### config.mk
export PLATFORM = sky130hd
export DESIGN_NAME = iob_cache_arb2
export DESIGN_NICKNAME = d
export VERILOG_FILES = /design/src/rtl/iob_cache_arb2.sv
export SDC_FILE = /design/constraint.sdc
export NUM_CORES = 1
export LEC_CHECK = 0
export BUFFER_PORTS_ARGS = -buffer_cell sky130_fd_sc_hd__buf_2
export CAP_MARGIN = 15
export CORE_MARGIN = 2
export CORE_UTILIZATION = 42
export CTS_CLUSTER_DIAMETER = 30
export DETAILED_ROUTE_END_ITERATION = 7
export GPL_ROUTABILITY_DRIVEN = 0
export PLACE_DENSITY = 0.73
export SYNTH_ARGS = -nofsm -noshare
export SYNTH_HDL_FRONTEND = slang
export SYNTH_SLANG_ARGS = --single-unit
### constraint.sdc
create_clock -name clk -period 2.4 [get_ports clk]
set_input_delay 0.48 -clock clk [delete_from_list [all_inputs] [get_ports clk]]
set_output_delay 0.48 -clock clk [all_outputs]
set_load 0.02 [all_outputs]
### src/rtl/iob_cache_arb2.sv
// ---------------------------------------------------------------------------
// iob_cache_arb2
//
// Two-master to one-slave arbiter between the L1 back-ends (master 0 =
// instruction side, master 1 = data side) and the L2 front-end.
//
// One transaction is in flight at a time. A three-state FSM walks through:
//   IDLE : pick a winner among valid masters, capture its request into the
//          slave-side registers.
//   REQ  : present the captured request to L2 until s_ready is seen, then
//          capture s_rdata into the winner's rdata register.
//   RESP : pulse the winner's ready for one cycle, then return to IDLE.
//
// Every output is driven straight from a flop, so there is no combinational
// path from any master input to the slave outputs, nor from the slave inputs
// to the master outputs.
//
// Ports
//   clk                  : single clock, all state on the rising edge
//   reset                : asynchronous, active-low reset
//   m0_valid/addr/wdata/wstrb -> m0_ready/rdata : master 0 (L1 instruction)
//   m1_valid/addr/wdata/wstrb -> m1_ready/rdata : master 1 (L1 data)
//   s_valid/addr/wdata/wstrb  <- s_ready/rdata  : request to / response from L2
//
// Parameters
//   ADDR_W : word-address width below the select MSB (address ports ADDR_W+1)
//   DATA_W : data width (strobe width DATA_W/8)
//
// Build option
//   IOB_CACHE_ARB_FIXED_PRIO_EN : when defined, simultaneous requests always
//   go to master 1 (data side). When undefined, ties alternate round-robin
//   using a last-grant pointer.
// ---------------------------------------------------------------------------
module iob_cache_arb2 #(
    parameter int ADDR_W = 32,
    parameter int DATA_W = 32
) (
    input  logic                  clk,
    input  logic                  reset,

    input  logic                  m0_valid,
    input  logic [ADDR_W:0]       m0_addr,
    input  logic [DATA_W-1:0]     m0_wdata,
    input  logic [DATA_W/8-1:0]   m0_wstrb,
    output logic                  m0_ready,
    output logic [DATA_W-1:0]     m0_rdata,

    input  logic                  m1_valid,
    input  logic [ADDR_W:0]       m1_addr,
    input  logic [DATA_W-1:0]     m1_wdata,
    input  logic [DATA_W/8-1:0]   m1_wstrb,
    output logic                  m1_ready,
    output logic [DATA_W-1:0]     m1_rdata,

    output logic                  s_valid,
    output logic [ADDR_W:0]       s_addr,
    output logic [DATA_W-1:0]     s_wdata,
    output logic [DATA_W/8-1:0]   s_wstrb,
    input  logic                  s_ready,
    input  logic [DATA_W-1:0]     s_rdata
);

    typedef enum logic [1:0] {
        ST_IDLE = 2'd0,
        ST_REQ  = 2'd1,
        ST_RESP = 2'd2
    } state_t;

    state_t                state_q,    state_d;
    logic                  grant_q,    grant_d;     // 0 = master 0, 1 = master 1
    logic                  s_valid_q,  s_valid_d;
    logic [ADDR_W:0]       s_addr_q,   s_addr_d;
    logic [DATA_W-1:0]     s_wdata_q,  s_wdata_d;
    logic [DATA_W/8-1:0]   s_wstrb_q,  s_wstrb_d;
    logic                  m0_ready_q, m0_ready_d;
    logic                  m1_ready_q, m1_ready_d;
    logic [DATA_W-1:0]     m0_rdata_q, m0_rdata_d;
    logic [DATA_W-1:0]     m1_rdata_q, m1_rdata_d;

    // Winner selection for the current IDLE evaluation.
    logic                  win_m1;

`ifdef IOB_CACHE_ARB_FIXED_PRIO_EN
    // Data side always wins a tie; master 0 only wins when alone.
    assign win_m1 = m1_valid;
`else
    // Last-grant pointer: resets to master 1 so master 0 wins the first tie.
    // It only moves when a transaction is accepted by L2 (REQ -> RESP).
    logic                  last_q,     last_d;

    assign win_m1 = m1_valid & (~m0_valid | ~last_q);
`endif

    // -----------------------------------------------------------------------
    // Next-state and datapath logic
    // -----------------------------------------------------------------------
    always_comb begin
        state_d    = state_q;
        grant_d    = grant_q;
        s_valid_d  = s_valid_q;
        s_addr_d   = s_addr_q;
        s_wdata_d  = s_wdata_q;
        s_wstrb_d  = s_wstrb_q;
        m0_ready_d = 1'b0;
        m1_ready_d = 1'b0;
        m0_rdata_d = m0_rdata_q;
        m1_rdata_d = m1_rdata_q;
`ifndef IOB_CACHE_ARB_FIXED_PRIO_EN
        last_d     = last_q;
`endif

        case (state_q)
            ST_IDLE: begin
                // s_ready is ignored here; only master requests matter.
                if (m0_valid || m1_valid) begin
                    grant_d   = win_m1;
                    s_valid_d = 1'b1;
                    if (win_m1) begin
                        s_addr_d  = m1_addr;
                        s_wdata_d = m1_wdata;
                        s_wstrb_d = m1_wstrb;
                    end else begin
                        s_addr_d  = m0_addr;
                        s_wdata_d = m0_wdata;
                        s_wstrb_d = m0_wstrb;
                    end
                    state_d = ST_REQ;
                end
            end

            ST_REQ: begin
                // The request is held in the s_* registers; mX_valid is no
                // longer looked at, so a latched request always completes.
                if (s_ready) begin
                    s_valid_d = 1'b0;
                    if (grant_q) begin
                        m1_rdata_d = s_rdata;
                        m1_ready_d = 1'b1;
                    end else begin
                        m0_rdata_d = s_rdata;
                        m0_ready_d = 1'b1;
                    end
`ifndef IOB_CACHE_ARB_FIXED_PRIO_EN
                    last_d  = grant_q;
`endif
                    state_d = ST_RESP;
                end
            end

            ST_RESP: begin
                // Ready pulse is visible during this single cycle; the
                // defaults above clear it on the way back to IDLE.
                state_d = ST_IDLE;
            end

            default: begin
                state_d   = ST_IDLE;
                s_valid_d = 1'b0;
            end
        endcase
    end

    // -----------------------------------------------------------------------
    // State registers
    // -----------------------------------------------------------------------
    always_ff @(posedge clk or negedge reset) begin
        if (!reset) begin
            state_q    <= ST_IDLE;
            grant_q    <= 1'b0;
            s_valid_q  <= 1'b0;
            s_addr_q   <= '0;
            s_wdata_q  <= '0;
            s_wstrb_q  <= '0;
            m0_ready_q <= 1'b0;
            m1_ready_q <= 1'b0;
            m0_rdata_q <= '0;
            m1_rdata_q <= '0;
        end else begin
            state_q    <= state_d;
            grant_q    <= grant_d;
            s_valid_q  <= s_valid_d;
            s_addr_q   <= s_addr_d;
            s_wdata_q  <= s_wdata_d;
            s_wstrb_q  <= s_wstrb_d;
            m0_ready_q <= m0_ready_d;
            m1_ready_q <= m1_ready_d;
            m0_rdata_q <= m0_rdata_d;
            m1_rdata_q <= m1_rdata_d;
        end
    end

`ifndef IOB_CACHE_ARB_FIXED_PRIO_EN
    always_ff @(posedge clk or negedge reset) begin
        if (!reset) begin
            last_q <= 1'b1;
        end else begin
            last_q <= last_d;
        end
    end
`endif

    // -----------------------------------------------------------------------
    // Outputs come straight from flops
    // -----------------------------------------------------------------------
    assign s_valid  = s_valid_q;
    assign s_addr   = s_addr_q;
    assign s_wdata  = s_wdata_q;
    assign s_wstrb  = s_wstrb_q;
    assign m0_ready = m0_ready_q;
    assign m1_ready = m1_ready_q;
    assign m0_rdata = m0_rdata_q;
    assign m1_rdata = m1_rdata_q;

endmodule

After elaboration in Yosys (flattened, before gate mapping):

Cells that the tools add are included.

* bits in registers: 140
* bits of input ports: 175
* output and inout bits: 136

* eq/ne operators: 4
* muxes and demuxes: 15
* bitwise logic cells: 6
* reduce and logical (&&, ||, !) cells: 8

Operator list (number)
* 33-bit 2-to-1 mux: 1
* 32-bit 2-to-1 mux: 1
* 3-bit AND reduction: 3
* 1-bit 2-to-1 mux: 8
* 2-bit AND reduction: 3
* 2-bit 2-to-1 mux: 2
* 4-bit 2-to-1 mux: 1
* 2-bit inequality test, second input constant: 2
* 1-bit inverter: 4
* 2-bit one-hot mux with 2 select lines: 1
* 1-bit one-hot mux with 3 select lines: 1
* 2-bit by 1-bit == test with 1-bit output, second input constant: 1
* 2-bit == test, second input constant: 1
* 2-bit logical NOT: 1
* 1-bit bitwise AND: 1
* 1-bit logical OR: 1
* 1-bit OR: 1

Longest topological paths before layout:

Gate-level depths: netlist (run 1).

* word-level depth: 4
* gate-level depth with buffers: 6
* depth with buffers taken out: 3

Worst setup path before layout (run 1):

OpenSTA, ideal clock, no wires.

* kind: input -> register
* from: in m1_valid
* to: reg s_addr_q[10] (netlist: s_addr[10])
* setup time: 0.125 ns
* data arrival time: 1.519 ns
* slack: 0.756 ns
* cell stages on the path: 5
* cells stage by stage: a21bo_2 -> buf_6 -> buf_12 -> mux2_4 -> mux2_4

* cells in the longest elaborated chain, start to end: 2

RTL lines
* start, declared: line 48 `input logic m1_valid,`
* 1-bit bitwise AND or 1-bit logical OR (tied branches): line 91, 115
* 33-bit 2-to-1 mux or 2-bit AND reduction (tied branches)
* end signal, assigned: line 182 `s_addr_q <= s_addr_d;`
* end, declared: line 72 `logic [ADDR_W:0] s_addr_q, s_addr_d;`

Parallel ways exist; a longest one is shown, timed or not.
A chain may end at the register's enable or synchronous reset.

Worst setup path in the final report (run 1):

* from: reg last_q
* to: reg s_wdata_q[0] (netlist: s_wdata[0])

* cells in the longest elaborated chain, start to end: 4

RTL lines
* start, declared: line 89 `logic last_q, last_d;`
* start signal, assigned: line 197 `last_q <= last_d;`
* 1-bit inverter: line 91 `assign win_m1 = m1_valid & (~m0_valid | ~last_q);`
* 1-bit OR: line 91
* 1-bit bitwise AND: line 91
* 32-bit 2-to-1 mux: line 118 `if (win_m1) begin`
* end signal, assigned: line 183 `s_wdata_q <= s_wdata_d;`
* end, declared: line 73 `logic [DATA_W-1:0] s_wdata_q, s_wdata_d;`

No other way between the ends.

==> impl_metrics.yaml, run 1 <==
final_layout:
  drive_above_1_share: 0.785
  fin_nets: 878
  finalNonFillerCells: 933
  multiInputGateArea_um2: 3000
  nFillCells: 1262
  seq_area_um2: 3500
  area_growth_syn_to_layout_pct: 34.2
timing:
  setup_violations: 0
  hold_viol_final: 0
  maxSlewHeadroom: 0.587
  period_needed_ns: 1.82
  whs_ns: 0.0213
  skew_ns: 0.00641
  worst_pin_slew_ns: 0.620
  fin_setup_tns_ns: 0
  fin_crit_sh: 0.759
  fmax_ghz: 0.549
  drv_slew: 0
  fin_ws_ns: 0.578
  rsz0062_at_grt: "no"
synth:
  synth_edf_count: 0
  yosys_warnings: 0
  synthArstFlopShare: 1.00
  syn-num-nets: 558
  synthesis.area_um2: 6770
  yosys_most_used_dff: "dfrtp_1"
  syn_inst: 383
  yosysSeqAreaShare: 0.518
  ys_ff_latch: 140
  synth_cell_types: 19
  synth.avg_cell_area_um2: 17.7
pwr:
  clkPwrFrac: 0.198
  switching_share: 0.368
  p_sw_uw: 4790
  p_comb_frac: 0.472
  seq_power_share: 0.330
  p_per_area_nw_per_um2: 1430
  intPower_uw: 8210
  leakagePower_uw: 0.00479
  peakVddDrop_v: 0.000610
place:
  place_ws_ns: 0.449
  dp_hpwl_um: 12100
  place_inst: 900
  port_buffers: 310
min_path:
  hold_path_class: "primary input to async pin"
routing:
  final_antenna_net_count: 0
  top_layer: "met4"
  drt-pass1-iter-count: 4
  wl_met2_um: 8330
  wl_per_cell_um: 17.0
  routed_via_density: 4.74
  drt_iter0_drc: 115
  wl_met3_um: 1170
  drt-total-wl_um: 15900
  num_vias: 4425
  route.detailed.drc: 0
  drt-met1-wl_um: 6080
global_routing:
  groute.usage.overall: 0.181
  grt_pass1_vias: 4678
  grt_pass1_wl_um: 23500
  grt_start_max_net_pins: 56
  grt_overflow: 0
  antenna_found_initial: 1
clock_network:
  htreeDepth: 4
  cts.sinks: 140
  post_cts_resized: 0
  worst_skew_pair.late_latency_ns: 0.41
  cts_setup_buffers: 0
  cts.hold.buffers_added: 0
  cts_tree: "yes"
  cts_buffers: 17
  cts.reportedPaths.clkPinSlew_ns: 0.06
  ctsLongestPathBuffers: 2
  root_buffer: "clkbuf_16"
die:
  start_util: 0.428
  coreArea_um2: 15800
  dieWidth_um: 131
  num_rows: 46
  dieArea_um2: 17100
  die_h_um: 131
  io_pins: 311
setup_path:
  worstSetupStartpointType: "flip-flop"
  cp_data_required_time_ns: 2.70
  path_max_fanout: 30
  timing.rr.start: "last_q"
  endpoint_kind: "flip-flop"
  worst_path_max_delay_cell: "dfstp_2"
  crit_type: "flip-flop to flip-flop"
  worstPathArrival_ns: 2.12
  critPathMaxStageDelay_ns: 0.55
  crit_family: "multiplexers"
  worstSetupStartpoint: "last_q"
  path_cells: "a21bo_4 -> buf_12 -> mux2_4 -> mux2_4"
  cp_common_cell: "mux2_4"
  worst-path-buf-inv: 1
run_status:
  status: "complete, no violations"
flow_run:
  maxCapViolCount: 0
[routing by layer]
| layer | track usage | vias up |
|---|---|---|
| met3 | 0.0525 | 24 |
| met5 | 0 | - |
| met4 | 0.0695 | 0 |
| met1 | 0.198 | 2200 |
| li1 | - | 2005 |
| met2 | 0.329 | 196 |
[path summary, 6_finish.rpt]
path	to	slack [ns]	depth (start not counted)
worst max register to register	s_wdata[0]	0.58	4
min in group clk	m0_rdata[3]	0.31	2
worst min-delay path	m0_rdata[26]	0.02	1
max in group asynchronous	m1_rdata[15]	1.69	2
worst max-delay path	s_wdata[0]	0.58	4
worst min register to register	s_valid	0.48	2
[final cells by class]
| class | count | share of cell area |
|---|---|---|
| sequential | 140 | 0.386 |
| tap | 216 | 0.0298 |
| clock buffer | 19 | 0.0488 |
| inverter | 2 | 0.000827 |
| antenna | 1 | 0.000276 |
| clock inverter | 13 | 0.0157 |
| timing repair buffer | 325 | 0.188 |
| multi-input combinational | 217 | 0.330 |
[power groups by stage]
stage	registers [uW]	logic, uW	clock network, uW
floorplan	5650	2940	0
global placement	4260	6060	0
detailed placement	4280	6220	0
CTS	4290	6210	2630
global route	4430	6500	2730
finish	4290	6140	2580
[worst register-to-register path: stages (launching register included)]
cell and delay [ns]:
dfstp_2 0.55, a21bo_4 0.27, buf_12 0.28, mux2_4 0.35, mux2_4 0.26
[synth_stat cells (2+ instances only)]
cell type	instances	share of area
buf_12	7	0.021
buf_4	3	0.0033
nor2_1	3	0.0017
buf_2	7	0.0052
nand2_1	3	0.0017
mux2_2	36	0.060
inv_1	2	0.0011
mux2_4	166	0.37
o21ai_0	3	0.0022
dfrtp_1	139	0.51
buf_6	6	0.010
[flip-flops by register name, indices dropped and copies added, names as in the netlist]
| register | cells |
|---|---|
| state_q | 2 |
| last_q | 1 |
| s_wstrb | 4 |
| s_wdata | 32 |
| m0_ready | 1 |
| grant_q | 1 |
| m0_rdata | 32 |
| m1_rdata | 32 |
| s_valid | 1 |
| s_addr | 33 |
| m1_ready | 1 |
[cells by family after synthesis]
kind of cell,after synthesis,synth area share
AND/OR/NAND/NOR,9,0.00684
multiplexers,202,0.428
AO/OA/AOI/OAI,6,0.00610
flip-flops,140,0.518
buffers and inverters,26,0.0409
[placed cells by master, fill, tap and decap left out, drive strengths merged]
cell type / count
and2: 1
nor2: 3
clkinvlp: 4
dfstp: 1
clkinv: 5
a21bo: 1
mux2: 202
inv: 4
bufinv: 2
diode: 1
dfrtp: 139
o21ai: 3
nand2b: 1
and3b: 1
o32ai: 1
o21a: 1
nand2: 3
buf: 325
clkbuf: 19
[per-stage QoR]
step	utilization	cell area, um^2	power [uW]
finish	0.574	9080	13000
global route	0.574	9080	13700
global placement	0.536	8490	10300
detailed placement	0.536	8490	10500
CTS	0.573	9070	13100
floorplan	-	6770	8590
Power figures use the tool's default switching activity.
==> run 2, diff against run 1 <==
--- a/config.mk
+++ b/config.mk
@@ -5,6 +5,7 @@
 export SDC_FILE = /design/constraint.sdc
 export NUM_CORES = 1
 export LEC_CHECK = 0
+export ABC_AREA = 1
 export BUFFER_PORTS_ARGS = -buffer_cell sky130_fd_sc_hd__buf_2
 export CAP_MARGIN = 15
 export CORE_MARGIN = 2
@@ -12,7 +13,7 @@
 export CTS_CLUSTER_DIAMETER = 30
 export DETAILED_ROUTE_END_ITERATION = 7
 export GPL_ROUTABILITY_DRIVEN = 0
-export PLACE_DENSITY = 0.73
+export PLACE_DENSITY = 0.76
 export SYNTH_ARGS = -nofsm -noshare
 export SYNTH_HDL_FRONTEND = slang
 export SYNTH_SLANG_ARGS = --single-unit
==> constraint.sdc (replaced) <==
create_clock -name clk -period 1.6 [get_ports clk]
set_input_delay 0.32 -clock clk [delete_from_list [all_inputs] [get_ports clk]]
set_output_delay 0.32 -clock clk [all_outputs]
set_load 0.02 [all_outputs]
==> run 2 against run 1 <==
  * Non-clock buffer count increased by 2
  * Global-route usage increased by 3.9 points
  * Die area decreased by 3.4%
  * Register-to-register slack worse by 0.29 ns
  * Core utilization grew 1.4 points
  * Fmax is 39% higher
  * Critical endpoint is now s_addr[14]
  * Largest cell class unchanged
  * Largest power group unchanged
==> impl_metrics.yaml, run 2 <==
run_status:
  status: "complete, no violations"
min_path:
  whs_path_depth: 2
  hold_path_class: "primary input to flip-flop"
  holdCritStartpoint: "s_ready"
  whs_endpoint: "state_q[0]"
synth:
  synth.avg_cell_area_um2: 7.61
  synth_edf_count: 0
  synth_common_cells: "276 x nand2_1, 177 x inv_1, 139 x dfrtp_1"
  netlist.area_leader.share: 0.533
  synth_most_common_cell: "nand2_1"
  syn-num-nets: 1033
  synthTopCellsByArea: "dfrtp_1 53%, nand2_1 16%, nand3_1 11%"
  ys_ff_latch: 140
  synthArstFlopShare: 1.00
  synthesis.area_um2: 6530
  yosysSeqAreaShare: 0.537
  synth_top_area_cell: "dfrtp_1"
  yosys_warnings: 0
  yosys_most_used_dff: "dfrtp_1"
  synth_cell_types: 18
  syn_inst: 858
setup_path:
  timing.rr.start: "last_q"
  cp_data_required_time_ns: 1.90
  worst_path_max_delay_cell: "dfstp_2"
  crit_family: "flip-flops"
  worstPathArrival_ns: 1.62
  r2r_setup_slack_ns: 0.29
  reg2reg_to: "s_addr[14]"
  worstSetupStartpointType: "flip-flop"
  worstRegToRegCells: 6
  path_max_fanout: 52
  crit_type: "flip-flop to flip-flop"
  critPathMaxStageDelay_ns: 0.53
  worst-path-buf-inv: 1
  path_cells: "nand2_2 -> nand2_2 -> buf_12 -> nand2_1 -> nand3_1 -> nand2_1"
  endpoint_kind: "flip-flop"
place:
  port_buffers: 310
  place_inst: 1322
  dp_hpwl_um: 13000
clock_network:
  post_cts_resized: 0
  root_buffer: "clkbuf_16"
  ctsLongestPathBuffers: 2
  cts_tree: "yes"
  cts.hold.buffers_added: 1
  htreeDepth: 4
  cts.sinks: 140
  cts.reportedPaths.clkPinSlew_ns: 0.06
  worst_skew_pair.late_latency_ns: 0.42
  cts_buffers: 17
  cts_setup_buffers: 0
pwr:
  leakagePower_uw: 0.00554
  peakVddDrop_v: 0.000796
  p_per_area_nw_per_um2: 1980
routing:
  wl_per_cell_um: 13.3
  final_antenna_net_count: 0
  routed_via_density: 4.68
  drt-total-wl_um: 18000
  drt_iter0_drc: 356
  num_vias: 6340
  route.detailed.drc: 0
  drt-pass1-iter-count: 4
die:
  io_pins: 311
  dieWidth_um: 129
  coreArea_um2: 15200
  die_h_um: 129
  start_util: 0.430
  dieArea_um2: 16600
  num_rows: 45
global_routing:
  antenna_found_initial: 1
  grt_pass1_vias: 5944
  grt_overflow: 0
  groute.usage.overall: 0.220
  grt_pass1_wl_um: 29000
  grt_start_max_net_pins: 67
timing:
  fmax_ghz: 0.762
  setup_violations: 0
  drv_slew: 0
  fin_setup_tns_ns: 0
  worst_pin_slew_ns: 0.334
  maxSlewHeadroom: 0.777
  rsz0062_at_grt: "no"
  fin_crit_sh: 0.821
  hold_viol_final: 0
  skew_ns: 0.00722
  period_needed_ns: 1.31
final_layout:
  drive_above_1_share: 0.313
  finalNonFillerCells: 1355
  nFillCells: 1402
  fin_nets: 1329
  diodes: 0
  final_common_cell: "buf_2"
  mostFrequentLayoutCells: "309 x buf_2, 274 x nand2_1, 177 x inv_1"
  area_growth_syn_to_layout_pct: 36.8
  largest_register_ffs: 33
flow_run:
  maxCapViolCount: 0
==> run 2: cell count changes after synthesis, moves of 6 or more <==
cell and change:
mux2_4 -166, inv_1 +175, mux2_2 -36, nand3_1 +138, clkbuf_1 +15, buf_6 -6, buf_2 +23, buf_12 -7
nand2_1 +273, o21ai_0 +64
==> run 2: area by class of cell <==
type	count	area, um^2	area share
clock buffer	18	439	0.0491
clock inverter	14	143	0.0160
inverter	177	664	0.0743
multi-input combinational	491	2140	0.239
sequential	140	3500	0.392
tap	188	235	0.0263
timing repair buffer	327	1810	0.203
==> run 2: how the worst max path moves through the flow <==
stage | start | to | slack [ns] | cells after the start
6_report | last_q | s_addr[14] | 0.29 | 6
5_1_grt | last_q | s_addr[30] | 0.18 | 6
2_1_floorplan | m1_valid | s_addr[0] | 0.39 | 7
4_1_cts | m0_rdata[0] | m0_rdata[0] | 0.27 | 1
3_3_place_gp | m1_valid | s_wdata[10] | 0.32 | 6
3_5_place_dp | m1_valid | s_wdata[0] | 0.27 | 6
==> run 2: stage by stage <==
step	total power (uW)	cell area (um^2)	hold WS, ns	util	setup slack [ns]
global route	19000	8940	0.143	0.588	0.179
CTS	17900	8940	0.127	0.588	0.271
detailed placement	13900	8340	0.234	0.549	0.265
floorplan	11000	6530	0.0244	-	0.385
global placement	13800	8340	0.234	0.549	0.316
finish	17700	8940	0.149	0.588	0.287
==> run 2: routing by layer <==
metal,track usage,vias to the layer above,part of all wire
met5,0,-,0.00072
met4,0.0761,2,0.021
met3,0.0757,29,0.089
met2,0.357,258,0.47
met1,0.275,2872,0.42
li1,-,3179,-
==> run 2: power breakdown <==
group          switching (uW)  internal [uW]  leakage [uW]  total [uW]
registers                 892           5250       0.00173        6150
logic                    5140           2550       0.00353        7700
clock network            1540           2330      0.000282        3870
total                    7570          10100       0.00554       17700
==> run 2: cell families (layout without fill, tap and decap cells) <==
group           Yosys count  after routing  synth area share
buf+inv                 227            536             0.138
simple gates            421            421             0.271
compound gates           70             70            0.0546
flops                   140            140             0.537
==> run 3, diff against run 2 <==
==> constraint.sdc (replaced) <==
create_clock -name clk -period 1.1 [get_ports clk]
set_input_delay 0.22 -clock clk [delete_from_list [all_inputs] [get_ports clk]]
set_output_delay 0.22 -clock clk [all_outputs]
set_load 0.02 [all_outputs]
==> run 3 against run 2 <==
  * Highest routed layer unchanged
  * The flow now finishes with violations (setup timing)
  * Via count grew 20%
  * Final cell count grew 9.2%
  * Critical path depth stayed put
  * Register-to-register slack worse by 0.52 ns
  * Fmax decreased by 1.1%
  * Largest power group unchanged
  * Largest cell class is now buffers
  * Hold slack worse by 0.097 ns
  * Sequential power up 60%
  * Final area grew 29%
  * Flip-flop and latch count unchanged
  * Clock power grew 42%
  * Critical path type unchanged
  * Count of clock-buffer cells in the layout rose by 3
  * Clock skew rose by 0.0039 ns
==> impl_metrics.yaml, run 3 (synthesized netlist as in run 2, its figures left out) <==
run_status:
  violations: "setup timing"
  status: "finished, violations left"
final_layout:
  multiInputGateArea_um2: 2560
  largest_register_ffs: 33
  finalNonFillerCells: 1480
  nFillCells: 987
  final_common_cell: "nand2_1"
  fin_nets: 1454
  seq_area_um2: 3510
  area_growth_syn_to_layout_pct: 77.2
  mostFrequentLayoutCells: "243 x nand2_1, 174 x inv_1, 173 x buf_2"
  drive_above_1_share: 0.447
clock_network:
  cts_tree: "yes"
  cts.sinks: 140
  cts_buffers: 17
  cts.reportedPaths.clkPinSlew_ns: 0.06
  worst_skew_pair.late_latency_ns: 0.41
  htreeDepth: 4
  root_buffer: "clkbuf_16"
  ctsLongestPathBuffers: 2
timing:
  hold_viol_final: 0
  drv_slew: 0
  worst_pin_slew_ns: 0.425
  maxSlewHeadroom: 0.716
  period_needed_ns: 1.33
  fmax_ghz: 0.753
  setup_violations: 273
  fin_ws_ns: -0.228
  fin_crit_sh: 1.21
  skew_ns: 0.0111
  rsz0062_at_grt: "yes"
routing:
  drt-pass1-iter-count: 6
  drt_iter0_drc: 570
  num_vias: 7618
  routed_via_density: 5.15
  route.detailed.drc: 0
  drt-total-wl_um: 26700
  final_antenna_net_count: 0
  wl_per_cell_um: 18.0
die:
  io_pins: 311
  num_rows: 45
  coreArea_um2: 15200
  dieArea_um2: 16600
  start_util: 0.430
  die_h_um: 129
  dieWidth_um: 129
setup_path:
  crit_type: "flip-flop to flip-flop"
  endpoint_kind: "flip-flop"
  path_max_fanout: 16
  cp_data_required_time_ns: 1.38
  worstSetupStartpointType: "flip-flop"
  worstRegToRegCells: 6
  worstPathArrival_ns: 1.60
  r2r_setup_slack_ns: -0.23
pwr:
  peakVddDrop_v: 0.00155
  finalPower_uw: 35000
  leakagePower_uw: 0.00667
  p_per_area_nw_per_um2: 3020
place:
  place_inst: 1337
  port_buffers: 310
  dp_hpwl_um: 13700
global_routing:
  gr-max-usage-layer: "met2"
  grt_pass1_wl_um: 33400
  grt_overflow: 0
  grt_util_met2: 0.450
  antenna_found_initial: 2
  use_met3: 0.0611
  groute.usage.overall: 0.257
  grt_pass1_vias: 6785
  grt_util_met1: 0.297
  grt_start_max_net_pins: 70
min_path:
  hold_path_class: "primary input to flip-flop"
  whs_path_depth: 2
flow_run:
  maxCapViolCount: 0
==> run 3: cell count changes in the layout (fill, tap and decap cells not counted), moves of 19 or more <==
cell	delta
o21ai_1	+25
nand3_2	+32
o21ai_2	+19
buf_2	-136
buf_4	+92
nand2_1	-31
nand3_1	-33
o21ai_0	-44
buf_6	+144
==> run 3: per-stage QoR <==
step           setup slack [ns]  instance area [um^2]  hold slack (ns)  setup TNS (ns)  utilization
2_1_floorplan           -0.0190                  6600          -0.0756           -1.35            -
3_3_place_gp             -0.135                  8510            0.152           -7.00        0.560
3_5_place_dp             -0.188                  8510            0.151           -9.83        0.560
4_1_cts                  -0.132                 10400           0.0334          -19.79        0.684
5_1_grt                  -0.275                 11600           0.0476          -39.27        0.761
6_report                 -0.228                 11600           0.0528          -27.94        0.761
==> run 3: path summary, 6_finish.rpt <==
path | start | to
max | state_q[1] | m1_rdata[30]
min | s_ready | state_q[0]
max reg2reg | state_q[1] | m1_rdata[30]
min reg2reg | s_wdata[25] | s_wdata[25]
max in group asynchronous | reset | last_q
min in group asynchronous | reset | m0_rdata[5]
==> run 3: metal layers <==
layer  routed length, um  vias up
li1                    -     3432
met1                9640     3555
met2               13100      519
met3                2520      110
met4                1450        2
met5                   9        -
==> run 3: timing repair <==
item	in CTS	in global routing
hold buffers	1	0
buffers inserted	38	49
gates cloned	5	19
endpoints found under the hold margin	25	0
pin swaps	0	35
gates resized for setup	294	148
endpoints found under the setup margin	254	275
==> run 3: critical path, cell delays in order, from the launching register on <==
cell	delay, ns
dfrtp_1	0.39
inv_2	0.08
nand4_1	0.16
buf_6	0.21
buf_12	0.17
nand2_1	0.08
o21ai_0	0.11
==> run 3: final cells by class <==
| cell class | instances | area share |
|---|---|---|
| Clock buffer | 21 | 0.0407 |
| Antenna cell | 1 | 0.000216 |
| Inverter | 177 | 0.0574 |
| Tap cell | 188 | 0.0203 |
| Clock inverter | 10 | 0.00800 |
| Multi-Input combinational cell | 491 | 0.221 |
| Timing Repair Buffer | 452 | 0.349 |
| Sequential cell | 140 | 0.303 |
==> run 3: power by group <==
part | internal (uW) | switching, uW
Clock | 3270 | 2220
Sequential | 7660 | 2210
Combinational | 9790 | 9820
Total | 20700 | 14200
